===== src/rtl/mem_stage_pkg.sv =====
// Shared types and default widths for the memory-stage access controller.
// The DRAIN state is only reachable when MEM_STAGE_WBUF_EN is defined.
package mem_stage_pkg;

    localparam int DEFAULT_ADDR_W = 32;
    localparam int DEFAULT_DATA_W = 32;

    typedef enum logic [1:0] {
        IDLE  = 2'd0,
        WAIT  = 2'd1,
        DONE  = 2'd2,
        DRAIN = 2'd3
    } memState_e;

endpackage


===== src/rtl/mem_stage_wbuf.sv =====
// One-entry posted write buffer (valid, addr, data) for mem_stage_ctrl.
// Compiled only when MEM_STAGE_WBUF_EN is defined.
`ifdef MEM_STAGE_WBUF_EN
module mem_stage_wbuf
    import mem_stage_pkg::*;
#(
    parameter int ADDR_W = DEFAULT_ADDR_W,
    parameter int DATA_W = DEFAULT_DATA_W
) (
    input  logic              clk_i,
    input  logic              rst_i,
    input  logic              push,
    input  logic              pop,
    input  logic [ADDR_W-1:0] pushAddr,
    input  logic [DATA_W-1:0] pushData,
    output logic              valid,
    output logic [ADDR_W-1:0] bufAddr,
    output logic [DATA_W-1:0] bufData
);

    always_ff @(posedge clk_i) begin
        if (rst_i) begin
            valid <= 1'b0;
        end else if (push) begin
            valid <= 1'b1;
        end else if (pop) begin
            valid <= 1'b0;
        end
    end

    // NOTE: the payload is deliberately not reset; it is ignored while valid is low.
    always_ff @(posedge clk_i) begin
        if (push) begin
            bufAddr <= pushAddr;
            bufData <= pushData;
        end
    end

endmodule
`endif


===== src/rtl/mem_stage_ctrl.sv =====
// Memory-stage load/store controller: issues EX/MEM accesses on a req/ack port and stalls the pipe.
// Define MEM_STAGE_WBUF_EN to add a one-entry posted write buffer (stores retire without stalling).
module mem_stage_ctrl
    import mem_stage_pkg::*;
#(
    parameter int ADDR_W = DEFAULT_ADDR_W,
    parameter int DATA_W = DEFAULT_DATA_W
) (
    input  logic              clk_i,
    input  logic              rst_i,
    input  logic              memRead_i,
    input  logic              memWrite_i,
    input  logic [ADDR_W-1:0] addr_i,
    input  logic [DATA_W-1:0] wrData_i,
    output logic              stall_o,
    output logic [DATA_W-1:0] rdData_o,
    output logic              mem_req_o,
    output logic              mem_we_o,
    output logic [ADDR_W-1:0] mem_addr_o,
    output logic [DATA_W-1:0] mem_wdata_o,
    input  logic              mem_ack_i,
    input  logic [DATA_W-1:0] mem_rdata_i
);

    memState_e         state, stateNext;
    logic              access;
    logic              bufLoad;
    logic [ADDR_W-1:0] addrQ;
    logic [DATA_W-1:0] wdataQ;

    assign access = memRead_i | memWrite_i;

`ifdef MEM_STAGE_WBUF_EN
    logic              bufClear;
    logic              bufValid;
    logic [ADDR_W-1:0] bufAddr;
    logic [DATA_W-1:0] bufData;

    mem_stage_wbuf #(.ADDR_W(ADDR_W), .DATA_W(DATA_W)) u_wbuf (
        .clk_i    (clk_i),
        .rst_i    (rst_i),
        .push     (bufLoad),
        .pop      (bufClear),
        .pushAddr (addr_i),
        .pushData (wrData_i),
        .valid    (bufValid),
        .bufAddr  (bufAddr),
        .bufData  (bufData)
    );

    assign mem_addr_o  = (state == DRAIN) ? bufAddr : addrQ;
    assign mem_wdata_o = (state == DRAIN) ? bufData : wdataQ;
`else
    assign mem_addr_o  = addrQ;
    assign mem_wdata_o = wdataQ;
`endif

    always_ff @(posedge clk_i) begin
        if (rst_i) begin
            state <= IDLE;
        end else begin
            state <= stateNext;
        end
    end

    always_comb begin
        // NOTE: every signal driven here gets a default first, so no latch can be inferred.
        stateNext = state;
        stall_o   = 1'b0;
        bufLoad   = 1'b0;
`ifdef MEM_STAGE_WBUF_EN
        bufClear  = 1'b0;
`endif
        case (state)
            IDLE: begin
                if (access) begin
`ifdef MEM_STAGE_WBUF_EN
                    if (memWrite_i && !bufValid) begin
                        bufLoad   = 1'b1;
                        stateNext = DRAIN;
                    end else begin
                        stall_o   = 1'b1;
                        stateNext = WAIT;
                    end
`else
                    stall_o   = 1'b1;
                    stateNext = WAIT;
`endif
                end
            end
            WAIT: begin
                stall_o = 1'b1;
                if (mem_ack_i) stateNext = DONE;
            end
            // The held instruction leaves at this edge; inputs are not looked at here.
            DONE: stateNext = IDLE;
`ifdef MEM_STAGE_WBUF_EN
            DRAIN: begin
                stall_o = access;
                if (mem_ack_i) begin
                    bufClear  = 1'b1;
                    stateNext = IDLE;
                end
            end
`endif
            default: stateNext = IDLE;
        endcase
    end

    // NOTE: state-holding registers use non-blocking assignments so all flops update together.
    always_ff @(posedge clk_i) begin
        if (rst_i) begin
            mem_req_o <= 1'b0;
            mem_we_o  <= 1'b0;
            addrQ     <= '0;
            wdataQ    <= '0;
            rdData_o  <= '0;
        end else if (state == IDLE && access) begin
            mem_req_o <= 1'b1;
            mem_we_o  <= memWrite_i;
            if (!bufLoad) begin
                addrQ  <= addr_i;
                wdataQ <= wrData_i;
            end
        end else if (mem_ack_i && (state == WAIT || state == DRAIN)) begin
            mem_req_o <= 1'b0;
            if (state == WAIT && !mem_we_o) rdData_o <= mem_rdata_i;
        end
    end

endmodule


===== config.mk =====
export PLATFORM = sky130hd
export DESIGN_NAME = mem_stage_ctrl
export DESIGN_NICKNAME = d
export VERILOG_FILES = /design/src/rtl/mem_stage_pkg.sv /design/src/rtl/mem_stage_wbuf.sv /design/src/rtl/mem_stage_ctrl.sv
export SDC_FILE = /design/constraint.sdc
export NUM_CORES = 1
export LEC_CHECK = 0
export CORE_MARGIN = 1.5
export CORE_UTILIZATION = 41
export DETAILED_ROUTE_END_ITERATION = 8
export PLACE_DENSITY = 0.8
export SLEW_MARGIN = 20
export SYNTH_ARGS = -nofsm -noshare
export SYNTH_HDL_FRONTEND = slang
export SYNTH_SLANG_ARGS = --single-unit

===== constraint.sdc =====
create_clock -name clk_i -period 1.3 [get_ports clk_i]
set_input_delay 0.26 -clock clk_i [delete_from_list [all_inputs] [get_ports clk_i]]
set_output_delay 0.26 -clock clk_i [all_outputs]
set_load 0.05 [all_outputs]

# == Word-level counts from Yosys, hierarchy flattened ==
# Index checks and enable logic that the tools add are counted.
# classes
add_sub_neg,0
multipliers,0
div_mod_pow,0
n_lt_le_gt_ge,0
n_eq_ne,4
shift,0
n_mux,7
bitwise,2
n_reduce_logical,9
# op_table
op,n
$mux 2,2
$ne 2x2->1 const B,2
$pmux 2 s2,1
$logic_and 1x1->1,3
$mux 1,3
$reduce_and 3->1,1
$eq 2x1->1 const B,1
$eq 2x2->1 const B,1
$logic_not 2->1,1
$pmux 1 s2,1
$reduce_and 2->1,1
$reduce_bool 2->1,1
$logic_not 1->1,1
$logic_or 1x1->1,1
$not 1->1,1
$or 1x1->1,1
# word_totals
reg_bits,100
latch_bits,0
ram_bits,0
romBits,0
input_bits,101
output_inout_bits,99
word_cells,28
n_memories,0

# == Depth between registers and ports, before layout ==
# Gate-level depths: netlist of run 1.
# depth
depth_word,5
ltp_mapped,5
depth_no_buf,3

# == Least setup slack after synthesis of run 1 ==
# No wires, ideal clock.
# synth_path
path_kind,flip-flop to flip-flop
start,register mem_we_o
end,register rdData_o[10]
setup_ns,0.122
t_arrival_ns,1.304
required_ns,1.178
path_slack_ns,-0.126
path_stages_with_launch,6
n_path_buf,2
synth_period_minus_slack_ns,1.426
path_cell_list,dfxtp_1 -> and4bb_2 -> buf_2 -> buf_4 -> nand2_1 -> a21oi_2
# synth_between
elab_chain_len,3
# synth_lines
element,line_no,text
start: declaration,mem_stage_ctrl.sv:18,"output logic mem_we_o,"
start signal: assignment,mem_stage_ctrl.sv:120,mem_we_o <= memWrite_i;
$logic_not 1->1,mem_stage_ctrl.sv:127,if (state == WAIT && !mem_we_o) rdData_o <= mem_rdata_i;
$logic_and 1x1->1,mem_stage_ctrl.sv:127,
$reduce_and 3->1 (no source line),n/a,
end signal: assignment,mem_stage_ctrl.sv:127,
end: declaration,mem_stage_ctrl.sv:16,"output logic [DATA_W-1:0] rdData_o,"
# No other way between the ends.
# A chain may end at the register's enable or synchronous reset.

# == Final worst setup path of run 1 ==
# layout_path
start,register state[0]
end,"register addrQ[2], in the netlist mem_addr_o[2]"
# layout_between
elab_chain_len,2
# layout_lines
element,line_no,text
start: declaration,mem_stage_ctrl.sv:25,"memState_e state, stateNext;"
start signal: assignment,mem_stage_ctrl.sv:62,state <= stateNext;
$logic_not 2->1,mem_stage_ctrl.sv:118,end else if (state == IDLE && access) begin
$logic_and 1x1->1,mem_stage_ctrl.sv:118,
end signal: assignment,mem_stage_ctrl.sv:122,addrQ <= addr_i;
end: declaration,mem_stage_ctrl.sv:28,logic [ADDR_W-1:0] addrQ;
# No other way between the ends.

==> reports/metrics.json, run 1 <==
{
  "result_of_the_run": {"value": "complete, but fails checks"},
  "violations": {"value": "negative setup slack"},
  "grt_setup_unrepaired": {"value": "true"},
  "worst-endpoint-required": {"value": 1.58, "unit": "ns"},
  "drt_drc_violations_left": {"value": 0},
  "maxCapViolCount": {"value": 0},
  "worstPathMaxFanout": {"value": 7},
  "total_die_area": {"value": 10900, "unit": "sq um"},
  "drtAntennaViolNets": {"value": 0},
  "floorplan.core_area": {"value": 9910, "unit": "sq um"},
  "drt_wl_total": {"value": 12.7, "unit": "mm"},
  "yosysUniqueCellTypes": {"value": 21},
  "tightestPinTransition": {"value": 0.325, "unit": "ns"},
  "core.rowCount": {"value": 36},
  "cts_inserted_buffers": {"value": 9},
  "vias_per_cell": {"value": 4.77},
  "worstSkewPairLatency": {"value": 0.37, "unit": "ns"},
  "final_max_slew_viol_count": {"value": 0},
  "power_density": {"value": 1080, "unit": "nW/um^2"},
  "globalRouteTotalUtil": {"value": 0.213},
  "finalSetupTns": {"value": -5.25, "unit": "ns"},
  "grt_first_pass_wirelength": {"value": 18.6, "unit": "mm"},
  "start_util": {"value": 0.427},
  "stdcell_area": {"value": 7790, "unit": "sq um"},
  "dpl-instance-area": {"value": 7330, "unit": "sq um"},
  "seq_area": {"value": 2010, "unit": "sq um"},
  "crit_path_end_kind": {"value": "register"},
  "fill_cells": {"value": 615},
  "wl_per_cell": {"value": 16.2, "unit": "microns"},
  "flip_flop_and_latch_count_after_synthesis": {"value": 100},
  "cts.htree.levels": {"value": 3},
  "synth.net_count": {"value": 537},
  "period_share": {"value": 1.13},
  "timing_worst_setup_path_type": {"value": "register to register"},
  "netlist_instances": {"value": 436},
  "yosysWarningCount": {"value": 0},
  "detailedPlace.worstSlack": {"value": -0.267, "unit": "ns"},
  "cp_data_arrival_time": {"value": 1.75, "unit": "ns"},
  "routed_vias": {"value": 3723},
  "setup_viol_count_final": {"value": 66},
  "dr.first_iter.drc_count": {"value": 99},
  "skew": {"value": 0.0134, "unit": "ns"},
  "drive_gt1_frac": {"value": 0.252},
  "grt_pass1_vias": {"value": 3789},
  "globalRoute.totalOverflow": {"value": 0},
  "cts_sinks": {"value": 100},
  "post-route-worst-setup-slack": {"value": -0.168, "unit": "ns"},
  "dpl.hpwl": {"value": 8.79, "unit": "mm"},
  "syn_to_final_growth": {"value": 84.2, "unit": "%"},
  "timing.fmax": {"value": 681, "unit": "MHz"},
  "sequential_area_share_after_synthesis": {"value": 0.473},
  "vdd_ir_drop_max": {"value": 0.000579, "unit": "V"},
  "floorplan.die.height": {"value": 105, "unit": "microns"},
  "finalPower": {"value": 8.43, "unit": "mW"},
  "min-delay-path-class": {"value": "primary input to register"},
  "finalWeightedCongestion": {"value": 0.721},
  "clock-root-buffer": {"value": "clkbuf_8"},
  "antenna_found_initial": {"value": 0},
  "boundaryPins": {"value": 200},
  "final_nets": {"value": 744},
  "relSlewSlack": {"value": 0.783},
  "met2_wirelength": {"value": 6.42, "unit": "mm"},
  "fin_crit": {"value": 1.47, "unit": "ns"},
  "insertedDiodeCount": {"value": 0},
  "max-clock-path-buffers": {"value": 2},
  "met1_length": {"value": 4.86, "unit": "mm"},
  "synthesis.area": {"value": 4230, "unit": "sq um"},
  "grt_start_max_net_pins": {"value": 55},
  "overall_die_width": {"value": 105, "unit": "microns"},
  "report.final.hold_viol_count": {"value": 0},
  "leakage": {"value": 3.11, "unit": "nW"},
  "cts_tree": {"value": "yes"},
  "top_layer_reached_by_signal_wires": {"value": "met4"},
  "syn-mean-instance-area": {"value": 9.70, "unit": "sq um"},
  "cp-start-kind": {"value": "register"},
  "multi_input_area": {"value": 2030, "unit": "sq um"},
  "met3RoutedLength": {"value": 1.15, "unit": "mm"},
  "drtPass1Iterations": {"value": 6},
  "io_buffer_count": {"value": 199},
  "cts.reportedPaths.clkPinSlew": {"value": 0.09, "unit": "ns"}
}
## power by group
part           leakage (nW)  switching, mW  internal (mW)
sequential            0.823          0.244           3.29
combinational          2.19           1.39           1.58
clock                0.0986           1.03          0.895
## Yosys cell counts
library cell / number / share of area
buf_12: 6 / 0.028
clkbuf_1: 14 / 0.012
mux2i_1: 64 / 0.15
nand2b_1: 128 / 0.19
o21ai_0: 1 / 0.0012
and4bb_2: 1 / 0.0030
dfxtp_1: 100 / 0.47
nor2_1: 1 / 0.00089
a21oi_2: 8 / 0.017
nand4bb_1: 1 / 0.0027
o21a_1: 1 / 0.0018
buf_6: 1 / 0.0027
a21oi_1: 26 / 0.031
nor2_2: 1 / 0.0015
nor4b_1: 1 / 0.0021
buf_4: 2 / 0.0035
a21bo_2: 1 / 0.0024
buf_8: 1 / 0.0035
nor3_1: 2 / 0.0024
nand2_1: 67 / 0.059
buf_2: 9 / 0.011
## cells in the final DEF (no fill, tap or decap), types with 2 or more instances in the layout
cell type	synthesis	final
a21oi_1	26	25
a21oi_2	8	9
buf_12	6	105
buf_4	2	13
buf_6	1	3
buf_8	1	2
clkbuf_16	0	6
clkbuf_8	0	13
clkdlybuf4s50_1	0	97
dfxtp_1	100	97
dfxtp_2	0	2
dlygate4sd2_1	0	2
mux2i_1	64	63
nand2_1	67	67
nand2b_1	128	128
nor2_4	0	2
o21a_4	0	2
## worst paths after layout
kind / start / to / slack [ns] / depth (start not counted)
setup reg to reg: state[0]$_SDFFE_PP0P_ / mem_addr_o[2]$_SDFFE_PP0P_ / -0.17 / 5
setup / recovery: state[0]$_SDFFE_PP0P_ / mem_addr_o[2]$_SDFFE_PP0P_ / -0.17 / 5
hold / removal: rst_i / mem_addr_o[3]$_SDFFE_PP0P_ / 0.36 / 3
hold reg to reg: rdData_o[26]$_SDFFE_PP0P_ / rdData_o[26]$_SDFFE_PP0P_ / 0.49 / 2
## worst max-delay path, cell delays in order, from the launching register on
cell and delay, ns:
dfxtp_4 0.36, buf_4 0.15, nor2_4 0.14, o21a_4 0.30
clkbuf_16 0.21, mux2i_1 0.22
## area by class of cell
cell class | instances | share of cell area
Clock inverter | 1 | 0.000642
Tap cell | 133 | 0.0214
Timing Repair Buffer | 228 | 0.437
Sequential cell | 100 | 0.258
Clock buffer | 14 | 0.0235
Multi-Input combinational cell | 304 | 0.260
## what timing repair did
action	CTS	global route
setup buffers	1	3
pin swaps	1	3
setup endpoints to repair	1	70
gates cloned	0	9
hold buffers	0	0
gates resized for setup	7	14
## stage by stage
step	util	instances	hold WS [ns]
after detailed placement	0.739	753	0.486
after global routing	0.786	780	0.362
after floorplan	-	436	0.393
after CTS	0.760	769	0.334
final	0.786	780	0.358
after global placement	0.739	753	0.478
## sequential cells by signal (all words and copies together) (netlist names)
register	count
state	2
rdData_o	32
mem_we_o	1
mem_req_o	1
mem_addr_o	32
mem_wdata_o	32
## per-layer routing
metal  vias up  track usage
met5         -            0
met4         0       0.0784
met3        16       0.0961
met2       148        0.366
met1      1741        0.231
li1       1818            -
## cell families (layout without fill, tap and decap cells)
group,count (synthesis),count (layout),share of synthesized area
compound gates,37,38,0.0527
buf+inv,33,243,0.0612
flops,100,100,0.473
mux,64,64,0.151
simple gates,202,202,0.261
Power figures use the tool's default switching activity.
==> inputs of run 2 (changes only) <==
- CTS_CLUSTER_SIZE: default -> 12
==> results of run 2 <==
Final layout, timing and power as in run 1 (identical DEF).
==> inputs of run 3 (changes only) <==
- GPL_ROUTABILITY_DRIVEN: default -> 1
==> results of run 3 <==
Final layout, timing and power as in run 1 (identical DEF).
